File: src/rtl/ahb_pkg.sv
// Shared AHB-Lite constants and bridge FSM encoding for lsu_ahb_master.
// Optional build macro: LSU_AHB_ALIGN_CHECK_EN (see lsu_ahb_master.sv).
package ahb_pkg;

    localparam logic [1:0] HTRANS_IDLE   = 2'b00;
    localparam logic [1:0] HTRANS_NONSEQ = 2'b10;
    localparam logic [2:0] HBURST_SINGLE = 3'b000;

    localparam logic [2:0] HSIZE_BYTE = 3'b000;
    localparam logic [2:0] HSIZE_HALF = 3'b001;
    localparam logic [2:0] HSIZE_WORD = 3'b010;

    typedef enum logic [1:0] {
        ST_IDLE = 2'b00,
        ST_ADDR = 2'b01,
        ST_DATA = 2'b10
    } state_e;

    // size is already normalised (3 folded to word)
    function automatic logic misaligned(input logic [1:0] size,
                                        input logic [1:0] lo);
        return ((size == 2'd1) && lo[0]) ||
               ((size == 2'd2) && (lo != 2'b00));
    endfunction

endpackage

File: src/rtl/lsu_ahb_master_if.sv
// LSU request/grant port plus AHB-Lite master signals of the bridge.
// master modport = bridge view, slave modport = LSU/bus environment view.
interface lsu_ahb_master_if #(
    parameter int AWIDTH = 32,
    parameter int DWIDTH = 32
);
    logic              req_i;
    logic              we_i;
    logic [AWIDTH-1:0] addr_i;
    logic [1:0]        size_i;
    logic [DWIDTH-1:0] wdata_i;
    logic              gnt_o;
    logic              rvalid_o;
    logic [DWIDTH-1:0] rdata_o;
    logic              err_o;
    logic [AWIDTH-1:0] haddr_o;
    logic [1:0]        htrans_o;
    logic              hwrite_o;
    logic [2:0]        hsize_o;
    logic [2:0]        hburst_o;
    logic [DWIDTH-1:0] hwdata_o;
    logic              hready_i;
    logic              hresp_i;
    logic [DWIDTH-1:0] hrdata_i;

    modport master (
        input  req_i, we_i, addr_i, size_i, wdata_i,
        input  hready_i, hresp_i, hrdata_i,
        output gnt_o, rvalid_o, rdata_o, err_o,
        output haddr_o, htrans_o, hwrite_o, hsize_o,
        output hburst_o, hwdata_o
    );

    modport slave (
        output req_i, we_i, addr_i, size_i, wdata_i,
        output hready_i, hresp_i, hrdata_i,
        input  gnt_o, rvalid_o, rdata_o, err_o,
        input  haddr_o, htrans_o, hwrite_o, hsize_o,
        input  hburst_o, hwdata_o
    );
endinterface

File: src/rtl/ahb_lane_align.sv
// Byte-lane handling: write data replication and read data extraction.
// Purely combinational; size 3 is treated as word.
module ahb_lane_align
    import ahb_pkg::*;
#(
    parameter int DWIDTH = 32
) (
    input  logic [1:0]        size_i,
    input  logic [1:0]        addr_lo_i,
    input  logic [DWIDTH-1:0] wdata_i,
    input  logic [DWIDTH-1:0] hrdata_i,
    output logic [DWIDTH-1:0] hwdata_o,
    output logic [DWIDTH-1:0] rdata_o
);

    logic [DWIDTH-1:0] byte_sh;
    logic [DWIDTH-1:0] half_sh;

    assign byte_sh = hrdata_i >> {addr_lo_i, 3'b000};
    assign half_sh = hrdata_i >> {addr_lo_i[1], 4'b0000};

    // replicate narrow stores across lanes, extract narrow loads
    always_comb begin
        hwdata_o = wdata_i;
        rdata_o  = hrdata_i;
        unique case ({1'b0, size_i})
            HSIZE_BYTE: begin
                hwdata_o = {4{wdata_i[7:0]}};
                rdata_o  = {{(DWIDTH-8){1'b0}}, byte_sh[7:0]};
            end
            HSIZE_HALF: begin
                hwdata_o = {2{wdata_i[15:0]}};
                rdata_o  = {{(DWIDTH-16){1'b0}}, half_sh[15:0]};
            end
            default: begin
                hwdata_o = wdata_i;
                rdata_o  = hrdata_i;
            end
        endcase
    end

endmodule

File: src/rtl/lsu_ahb_master.sv
// Single-outstanding LSU to AHB-Lite bridge (SINGLE bursts, 2-cycle ERROR).
// Macro LSU_AHB_ALIGN_CHECK_EN: fail misaligned requests locally, no bus cycle.
module lsu_ahb_master
    import ahb_pkg::*;
#(
    parameter int AWIDTH = 32,
    parameter int DWIDTH = 32
) (
    input logic             hclk,
    input logic             hresetn,
    lsu_ahb_master_if.master bus
);

    state_e            state_q, state_d;
    logic [1:0]        htrans_q, htrans_d;
    logic [AWIDTH-1:0] haddr_q, haddr_d;
    logic              hwrite_q, hwrite_d;
    logic [2:0]        hsize_q, hsize_d;
    logic [DWIDTH-1:0] hwdata_q, hwdata_d;
    logic [DWIDTH-1:0] wdata_q, wdata_d;
    logic              rvalid_q, rvalid_d;
    logic              err_q, err_d;
    logic [DWIDTH-1:0] rdata_q, rdata_d;

    logic [1:0]        size_n;
    logic              mis_req;
    logic [DWIDTH-1:0] lane_wdata;
    logic [DWIDTH-1:0] lane_rdata;

    assign size_n = (bus.size_i == 2'd3) ? 2'd2 : bus.size_i;

`ifdef LSU_AHB_ALIGN_CHECK_EN
    assign mis_req = misaligned(size_n, bus.addr_i[1:0]);
`else
    assign mis_req = 1'b0;
`endif

    ahb_lane_align #(.DWIDTH(DWIDTH)) u_align (
        .size_i   (hsize_q[1:0]),
        .addr_lo_i(haddr_q[1:0]),
        .wdata_i  (wdata_q),
        .hrdata_i (bus.hrdata_i),
        .hwdata_o (lane_wdata),
        .rdata_o  (lane_rdata)
    );

    // state and registered outputs
    always_ff @(posedge hclk) begin
        if (!hresetn) begin
            state_q  <= ST_IDLE;
            htrans_q <= HTRANS_IDLE;
            haddr_q  <= '0;
            hwrite_q <= 1'b0;
            hsize_q  <= 3'b000;
            hwdata_q <= '0;
            wdata_q  <= '0;
            rvalid_q <= 1'b0;
            err_q    <= 1'b0;
            rdata_q  <= '0;
        end else begin
            state_q  <= state_d;
            htrans_q <= htrans_d;
            haddr_q  <= haddr_d;
            hwrite_q <= hwrite_d;
            hsize_q  <= hsize_d;
            hwdata_q <= hwdata_d;
            wdata_q  <= wdata_d;
            rvalid_q <= rvalid_d;
            err_q    <= err_d;
            rdata_q  <= rdata_d;
        end
    end

    // next-state: one transfer at a time, advance on hready
    always_comb begin
        state_d = state_q;
        unique case (state_q)
            ST_IDLE: if (bus.req_i && !mis_req) state_d = ST_ADDR;
            ST_ADDR: if (bus.hready_i) state_d = ST_DATA;
            ST_DATA: if (bus.hready_i) state_d = ST_IDLE;
            default: state_d = ST_IDLE;
        endcase
    end

    // next values of the registered bus and LSU outputs
    always_comb begin
        htrans_d = htrans_q;
        haddr_d  = haddr_q;
        hwrite_d = hwrite_q;
        hsize_d  = hsize_q;
        hwdata_d = hwdata_q;
        wdata_d  = wdata_q;
        rvalid_d = 1'b0;
        err_d    = 1'b0;
        rdata_d  = rdata_q;
        unique case (state_q)
            ST_IDLE: begin
                htrans_d = HTRANS_IDLE;
                if (bus.req_i) begin
                    if (mis_req) begin
                        rvalid_d = 1'b1;
                        err_d    = 1'b1;
                        rdata_d  = '0;
                    end else begin
                        htrans_d = HTRANS_NONSEQ;
                        haddr_d  = bus.addr_i;
                        hwrite_d = bus.we_i;
                        hsize_d  = {1'b0, size_n};
                        wdata_d  = bus.wdata_i;
                    end
                end
            end
            ST_ADDR: begin
                if (bus.hready_i) begin
                    htrans_d = HTRANS_IDLE;
                    hwdata_d = lane_wdata;
                end
            end
            ST_DATA: begin
                htrans_d = HTRANS_IDLE;
                if (bus.hready_i) begin
                    rvalid_d = 1'b1;
                    err_d    = bus.hresp_i;
                    if (bus.hresp_i) rdata_d = '0;
                    else if (!hwrite_q) rdata_d = lane_rdata;
                end
            end
            default: htrans_d = HTRANS_IDLE;
        endcase
    end

    assign bus.gnt_o    = hresetn && bus.req_i && (state_q == ST_IDLE);
    assign bus.rvalid_o = rvalid_q;
    assign bus.err_o    = err_q;
    assign bus.rdata_o  = rdata_q;
    assign bus.haddr_o  = haddr_q;
    assign bus.htrans_o = htrans_q;
    assign bus.hwrite_o = hwrite_q;
    assign bus.hsize_o  = hsize_q;
    assign bus.hburst_o = HBURST_SINGLE;
    assign bus.hwdata_o = hwdata_q;

endmodule

File: src/flat_wrapper.sv
// flat-port wrapper written by rule: the top's interface ports become plain ports
module lsu_ahb_master_flat import ahb_pkg::*;
#(
    parameter int AWIDTH = 32,
    parameter int DWIDTH = 32
)
  (hclk, hresetn, bus_req_i, bus_we_i, bus_addr_i, bus_size_i, bus_wdata_i, bus_hready_i, bus_hresp_i, bus_hrdata_i, bus_gnt_o, bus_rvalid_o, bus_rdata_o, bus_err_o, bus_haddr_o, bus_htrans_o, bus_hwrite_o, bus_hsize_o, bus_hburst_o, bus_hwdata_o);
  lsu_ahb_master_if #(.AWIDTH(AWIDTH), .DWIDTH(DWIDTH)) bus_i ();
  input logic hclk;
  input logic hresetn;
  input wire logic [$bits(bus_i.req_i)-1:0] bus_req_i;
  input wire logic [$bits(bus_i.we_i)-1:0] bus_we_i;
  input wire logic [$bits(bus_i.addr_i)-1:0] bus_addr_i;
  input wire logic [$bits(bus_i.size_i)-1:0] bus_size_i;
  input wire logic [$bits(bus_i.wdata_i)-1:0] bus_wdata_i;
  input wire logic [$bits(bus_i.hready_i)-1:0] bus_hready_i;
  input wire logic [$bits(bus_i.hresp_i)-1:0] bus_hresp_i;
  input wire logic [$bits(bus_i.hrdata_i)-1:0] bus_hrdata_i;
  output wire logic [$bits(bus_i.gnt_o)-1:0] bus_gnt_o;
  output wire logic [$bits(bus_i.rvalid_o)-1:0] bus_rvalid_o;
  output wire logic [$bits(bus_i.rdata_o)-1:0] bus_rdata_o;
  output wire logic [$bits(bus_i.err_o)-1:0] bus_err_o;
  output wire logic [$bits(bus_i.haddr_o)-1:0] bus_haddr_o;
  output wire logic [$bits(bus_i.htrans_o)-1:0] bus_htrans_o;
  output wire logic [$bits(bus_i.hwrite_o)-1:0] bus_hwrite_o;
  output wire logic [$bits(bus_i.hsize_o)-1:0] bus_hsize_o;
  output wire logic [$bits(bus_i.hburst_o)-1:0] bus_hburst_o;
  output wire logic [$bits(bus_i.hwdata_o)-1:0] bus_hwdata_o;
  assign bus_i.req_i = bus_req_i;
  assign bus_i.we_i = bus_we_i;
  assign bus_i.addr_i = bus_addr_i;
  assign bus_i.size_i = bus_size_i;
  assign bus_i.wdata_i = bus_wdata_i;
  assign bus_i.hready_i = bus_hready_i;
  assign bus_i.hresp_i = bus_hresp_i;
  assign bus_i.hrdata_i = bus_hrdata_i;
  assign bus_gnt_o = bus_i.gnt_o;
  assign bus_rvalid_o = bus_i.rvalid_o;
  assign bus_rdata_o = bus_i.rdata_o;
  assign bus_err_o = bus_i.err_o;
  assign bus_haddr_o = bus_i.haddr_o;
  assign bus_htrans_o = bus_i.htrans_o;
  assign bus_hwrite_o = bus_i.hwrite_o;
  assign bus_hsize_o = bus_i.hsize_o;
  assign bus_hburst_o = bus_i.hburst_o;
  assign bus_hwdata_o = bus_i.hwdata_o;
  lsu_ahb_master #(.AWIDTH(AWIDTH), .DWIDTH(DWIDTH)) u_core (.hclk(hclk), .hresetn(hresetn), .bus(bus_i));
endmodule
File: config.mk
export PLATFORM = sky130hd
export DESIGN_NAME = lsu_ahb_master_flat
export DESIGN_NICKNAME = d
export VERILOG_FILES = /design/src/rtl/ahb_pkg.sv /design/src/rtl/lsu_ahb_master_if.sv /design/src/rtl/ahb_lane_align.sv /design/src/rtl/lsu_ahb_master.sv /design/src/flat_wrapper.sv
export SDC_FILE = /design/constraint.sdc
export NUM_CORES = 1
export LEC_CHECK = 0
export ABC_CLOCK_PERIOD_IN_PS = 3850
export CORE_MARGIN = 2
export CORE_UTILIZATION = 30
export CTS_BUF_LIST = sky130_fd_sc_hd__clkbuf_4
export DETAILED_ROUTE_END_ITERATION = 8
export SYNTH_ARGS = -nofsm -noshare
export SYNTH_HDL_FRONTEND = slang
export SYNTH_HIERARCHICAL = 1
export SYNTH_SLANG_ARGS = --single-unit
File: constraint.sdc
create_clock -name hclk -period 3.85 [get_ports hclk]
set_input_delay 0.77 -clock hclk [delete_from_list [all_inputs] [get_ports hclk]]
set_output_delay 0.77 -clock hclk [all_outputs]
set_load 0.05 [all_outputs]
== Word level (Yosys, flattened, before mapping) ==
Index checks and enable logic that the tools add are counted.

* Shift operators: 2
* Equality and inequality tests: 8
* Multiplexer cells: 12
* Reduce and logical (&&, ||, !) cells: 10

{| class="wikitable"
|+ Operators by type and width
! operator !! count
|-
| case mux 32 bit (2 select lines) || 2
|-
| 2-to-1 mux 32 bit || 2
|-
| right shift 32 x 5 -> 16 bit || 1
|-
| right shift 32 x 5 -> 8 bit || 1
|-
| 2-to-1 mux 2 bit || 5
|-
| AND reduction 3 bit || 3
|-
| != test 2 bit, second input constant || 4
|-
| case mux 2 bit (3 select lines) || 1
|-
| AND reduction 2 bit || 3
|-
| equality test 2 x 1 -> 1 bit, second input constant || 2
|-
| equality test 2 bit, second input constant || 2
|-
| zero test 2 bit || 2
|-
| case mux 2 bit (2 select lines) || 1
|-
| logical AND 1 bit || 2
|-
| 2-to-1 mux 1 bit || 1
|}

* Register bits: 137
* Input port bits: 104
* Word-level logic and storage cells: 42
* Output and inout bits: 108

== Logic depth before layout (Yosys ltp) ==
* Depth after elaboration: 4
* Mapped depth: 7
* Gate-level depth less buffers: 5

== Cells and area by module ==
Netlist, hierarchy kept.

{| class="wikitable"
|+ By module, submodules not included
! module !! times used !! seq. area each (um2) !! area each (um2) !! cells each
|-
| lsu_ahb_master || 1 || 2722.6 || 5320.1 || 604
|-
| ahb_lane_align || 1 || 0.0 || 908.4 || 124
|}

== Worst setup path after synthesis ==
No wires, ideal clock.

* Path type: input to output
* Start point: input bus_req_i
* End point: output bus_gnt_o
* Slack: 1253 ps
* Stages: 4
* Arrival: 1827 ps
* Required time: 3080 ps
* Buffers on the path: 2
* Path through: nor3b_2 buf_2 buf_2 and2_1

* Word-level cells in the longest chain between the ends: 2

{| class="wikitable"
|+ RTL lines
! item !! line !! text
|-
| start: declaration || flat_wrapper.sv:11 || <nowiki>input wire logic [$bits(bus_i.req_i)-1:0] bus_req_i;</nowiki>
|-
| logical AND 1 bit (2 in a row) || lsu_ahb_master.sv:132 || <nowiki>assign bus.gnt_o = hresetn && bus.req_i && (state_q == ST_IDLE);</nowiki>
|-
| end: declaration || flat_wrapper.sv:19 || <nowiki>output wire logic [$bits(bus_i.gnt_o)-1:0] bus_gnt_o;</nowiki>
|}

No other way between the ends.

== Worst setup path in the final report ==
* Start point: register u_core.haddr_q[1] (netlist: u_core/bus.haddr_o[1])
* End point: output bus_haddr_o[1]

{| class="wikitable"
|+ RTL lines
! item !! line !! text
|-
| start: declaration || lsu_ahb_master.sv:16 || <nowiki>logic [AWIDTH-1:0] haddr_q, haddr_d;</nowiki>
|-
| start signal: assignment || lsu_ahb_master.sv:63 || <nowiki>haddr_q <= haddr_d;</nowiki>
|-
| end: declaration || flat_wrapper.sv:23 || <nowiki>output wire logic [$bits(bus_i.haddr_o)-1:0] bus_haddr_o;</nowiki>
|}

No word-level cell between the ends.

==> results.py <==
metrics = {
    "floorplan": {
        "rows": 52,
        "core_um2": 20300,
        "die_h_um": 148,
        "die_area_um2": 21900,
        "die_w_um": 148,
        "ios": 212,
        "initial_core_util_pct": 30.7,
    },
    "timing": {
        "post-route-min-period_ps": 3020,
        "finalSetupTns_ps": 0,
        "slew_violations": 0,
        "period_share_pct": 78.4,
        "max_freq_mhz": 331,
        "finalSetupViolations": 0,
        "relSlewSlack_pct": 48.4,
        "tightestPinTransition_ps": 775,
        "finalHoldViolCount": 0,
        "rsz0062_at_grt": "no",
        "fin_skew_ps": 22.4,
        "setup_ws_ps": 830,
    },
    "final_layout": {
        "area_delta_synth_final_pct": 37.8,
        "drive_above_1_share_pct": 7.17,
        "nNetsFinal": 998,
    },
    "global_routing": {
        "antenna_found_initial": 1,
        "met3_usage_pct": 6.04,
        "grt_max_degree": 83,
        "grt_pass1_wl_um": 28800,
        "grt_use_met2_pct": 26.5,
        "grt_util_all_layers_pct": 16.7,
        "grt_pass1_vias": 5304,
        "grt-busiest-layer": "met2",
        "met1_usage_pct": 21.5,
        "grt_overflow": 0,
    },
    "detailed_routing": {
        "drc": 0,
        "dr_total_vias": 5474,
        "ant_nets": 0,
        "wire_per_inst_um": 15.5,
        "wl_um": 18300,
        "routed_via_density": 4.65,
        "drt-initial-drc-count": 285,
        "drt-pass1-iter-count": 4,
    },
    "setup_path": {
        "crit_type": "flop to primary output",
        "cp_slowest_cell": "clkdlybuf4s50_1",
        "crit_path_max_incr_delay_ps": 930,
        "crit_chain": "clkdlybuf4s50_1",
        "cp-end-kind": "primary output",
        "worst-endpoint-arrival_ps": 2250,
        "crit_buf_inv": 1,
        "start_kind": "flop",
        "cp.required_ps": 3080,
        "path_max_fanout": 14,
        "cp_top_family": "buffers and inverters",
    },
    "synthesis": {
        "ys_top_cells_by_count": "nand2_1, dfxtp_1, a21boi_0",
        "ys_top_cells_by_area": "dfxtp_1, nand2_1, a21boi_0, mux2i_1, nand3b_1",
        "synthArstFlopShare_pct": 0,
        "ys.flop_type": "dfxtp_1",
        "synth.most_common_cell": "nand2_1",
        "synth_top_area_share_pct": 43.7,
        "synth.distinct_cells": 35,
        "synthCells": 728,
        "netlist_area_um2": 6230,
        "syn_avg_cell_area_um2": 8.56,
        "ys_seq_elements": 136,
        "ys_seq_area_share_pct": 43.7,
        "synth_edf_count": 0,
        "yosys.area.top_type": "dfxtp_1",
        "synth_warnings": 6,
    },
    "outcome": {
        "status": "finished, final reports clean",
    },
    "clocking": {
        "clk_latency_ps": 540,
        "cts.path.max_buffers": 2,
        "clk_pin_slew_ps": 120,
        "cts_num_sinks": 136,
        "root_buffer": "clkbuf_4",
        "ctsHoldBuffers": 0,
        "cts_setup_buffers": 0,
        "cts_inserted_buffers": 17,
        "htreeDepth": 4,
        "cts_tree": "yes",
        "cts_resized": 0,
    },
    "power": {
        "ir_worst_vdd_mv": 0.182,
        "total_power_w": 0.00305,
        "power.leakage_nw": 2.95,
        "p_per_area_nw_per_um2": 356,
    },
    "placed_design": {
        "pre_cts_slack_ps": 1240,
        "gp_congestion": 0.793,
        "hpwl_um": 12200,
        "portBuffers": 206,
    },
    "flow_run": {
        "cap_violations": 0,
    },
    "min_path": {
        "hp-class": "flop to flop",
    },
}
registers in the layout, indices dropped and copies added, names as in the netlist:
name	count
u_core/bus.err_o	1
u_core/bus.haddr_o	32
u_core/bus.hsize_o	2
u_core/bus.htrans_o	1
u_core/bus.hwdata_o	32
u_core/bus.hwrite_o	1
u_core/bus.rdata_o	32
u_core/bus.rvalid_o	1
u_core/state_q	2
u_core/wdata_q	32
power by group:
part	total, W	internal (W)	switching, W
Combinational	0.000575	0.000250	0.000325
Sequential	0.00150	0.00146	0.0000413
Clock	0.000976	0.000397	0.000579
through the flow:
stage	hold WS, ps	utilization [%]	std cells	cell area (um2)
2_1_floorplan	432	-	732	6240
3_3_place_gp	439	40.9	1145	8300
3_5_place_dp	445	40.9	1145	8300
4_1_cts	462	42.3	1176	8580
5_1_grt	453	42.3	1177	8580
6_report	458	42.3	1178	8580
logic make-up (layout without fill, tap and decap cells):
family	count (synthesis)	in the layout	synth area share (%)
AND/OR/NAND/NOR	322	322	23.3
AO/OA/AOI/OAI	137	137	16.2
buffers and inverters	73	247	6.95
multiplexers	59	59	9.80
other	1	7	0.0602
flip-flops	136	136	43.7
worst reg2reg max path, stage by stage, from the launching register on:
cell      delay (ps)
dfxtp_1          770
inv_1            240
nor3_2           470
a221o_1          240
nand3b_1         110
mux2i_1          190
final cells by class:
| class | count | area (um2) |
|---|---|---|
| timing repair buffer | 215 | 2140 |
| tap | 270 | 338 |
| multi-input combinational | 523 | 3090 |
| inverter | 1 | 3.75 |
| sequential | 136 | 2720 |
| clock inverter | 13 | 145 |
| clock buffer | 18 | 135 |
| fill | 2107 | 11700 |
| antenna | 2 | 5.00 |
worst paths after layout:
check	startpoint	endpoint	slack (ps)	cells past startpoint
worst max-delay path	u_core/bus.haddr_o[1]$_SDFFE_PN0P_	bus_haddr_o[1]	830	1
worst min-delay path	u_core/wdata_q[21]$_SDFFE_PN0P_	u_core/wdata_q[21]$_SDFFE_PN0P_	460	2
worst max register to register	u_core/bus.haddr_o[1]$_SDFFE_PN0P_	u_core/bus.rdata_o[7]$_SDFFE_PN0P_	1760	5
worst min register to register	u_core/wdata_q[21]$_SDFFE_PN0P_	u_core/wdata_q[21]$_SDFFE_PN0P_	460	2
layout by cell type, fill, tap and decap left out, types with 5 or more instances in the layout:
cell type	instances
mux2_2	16
nand2b_1	5
a21boi_1	21
and2_1	18
inv_6	5
a22o_1	7
dfxtp_1	135
clkdlybuf4s50_1	204
nand2_1	242
nand3b_1	31
mux2i_1	43
buf_4	10
o21ai_0	12
conb_1	5
a21boi_0	78
a221o_1	7
nor2_1	8
clkbuf_4	18
routing by layer:
layer / part of all wire, % / wire (um)
met5: 0 / 0
met3: 8.1 / 1490
met4: 1.1 / 197
met2: 46 / 8350
met1: 45 / 8270
(Power assumes the default switching activity.)
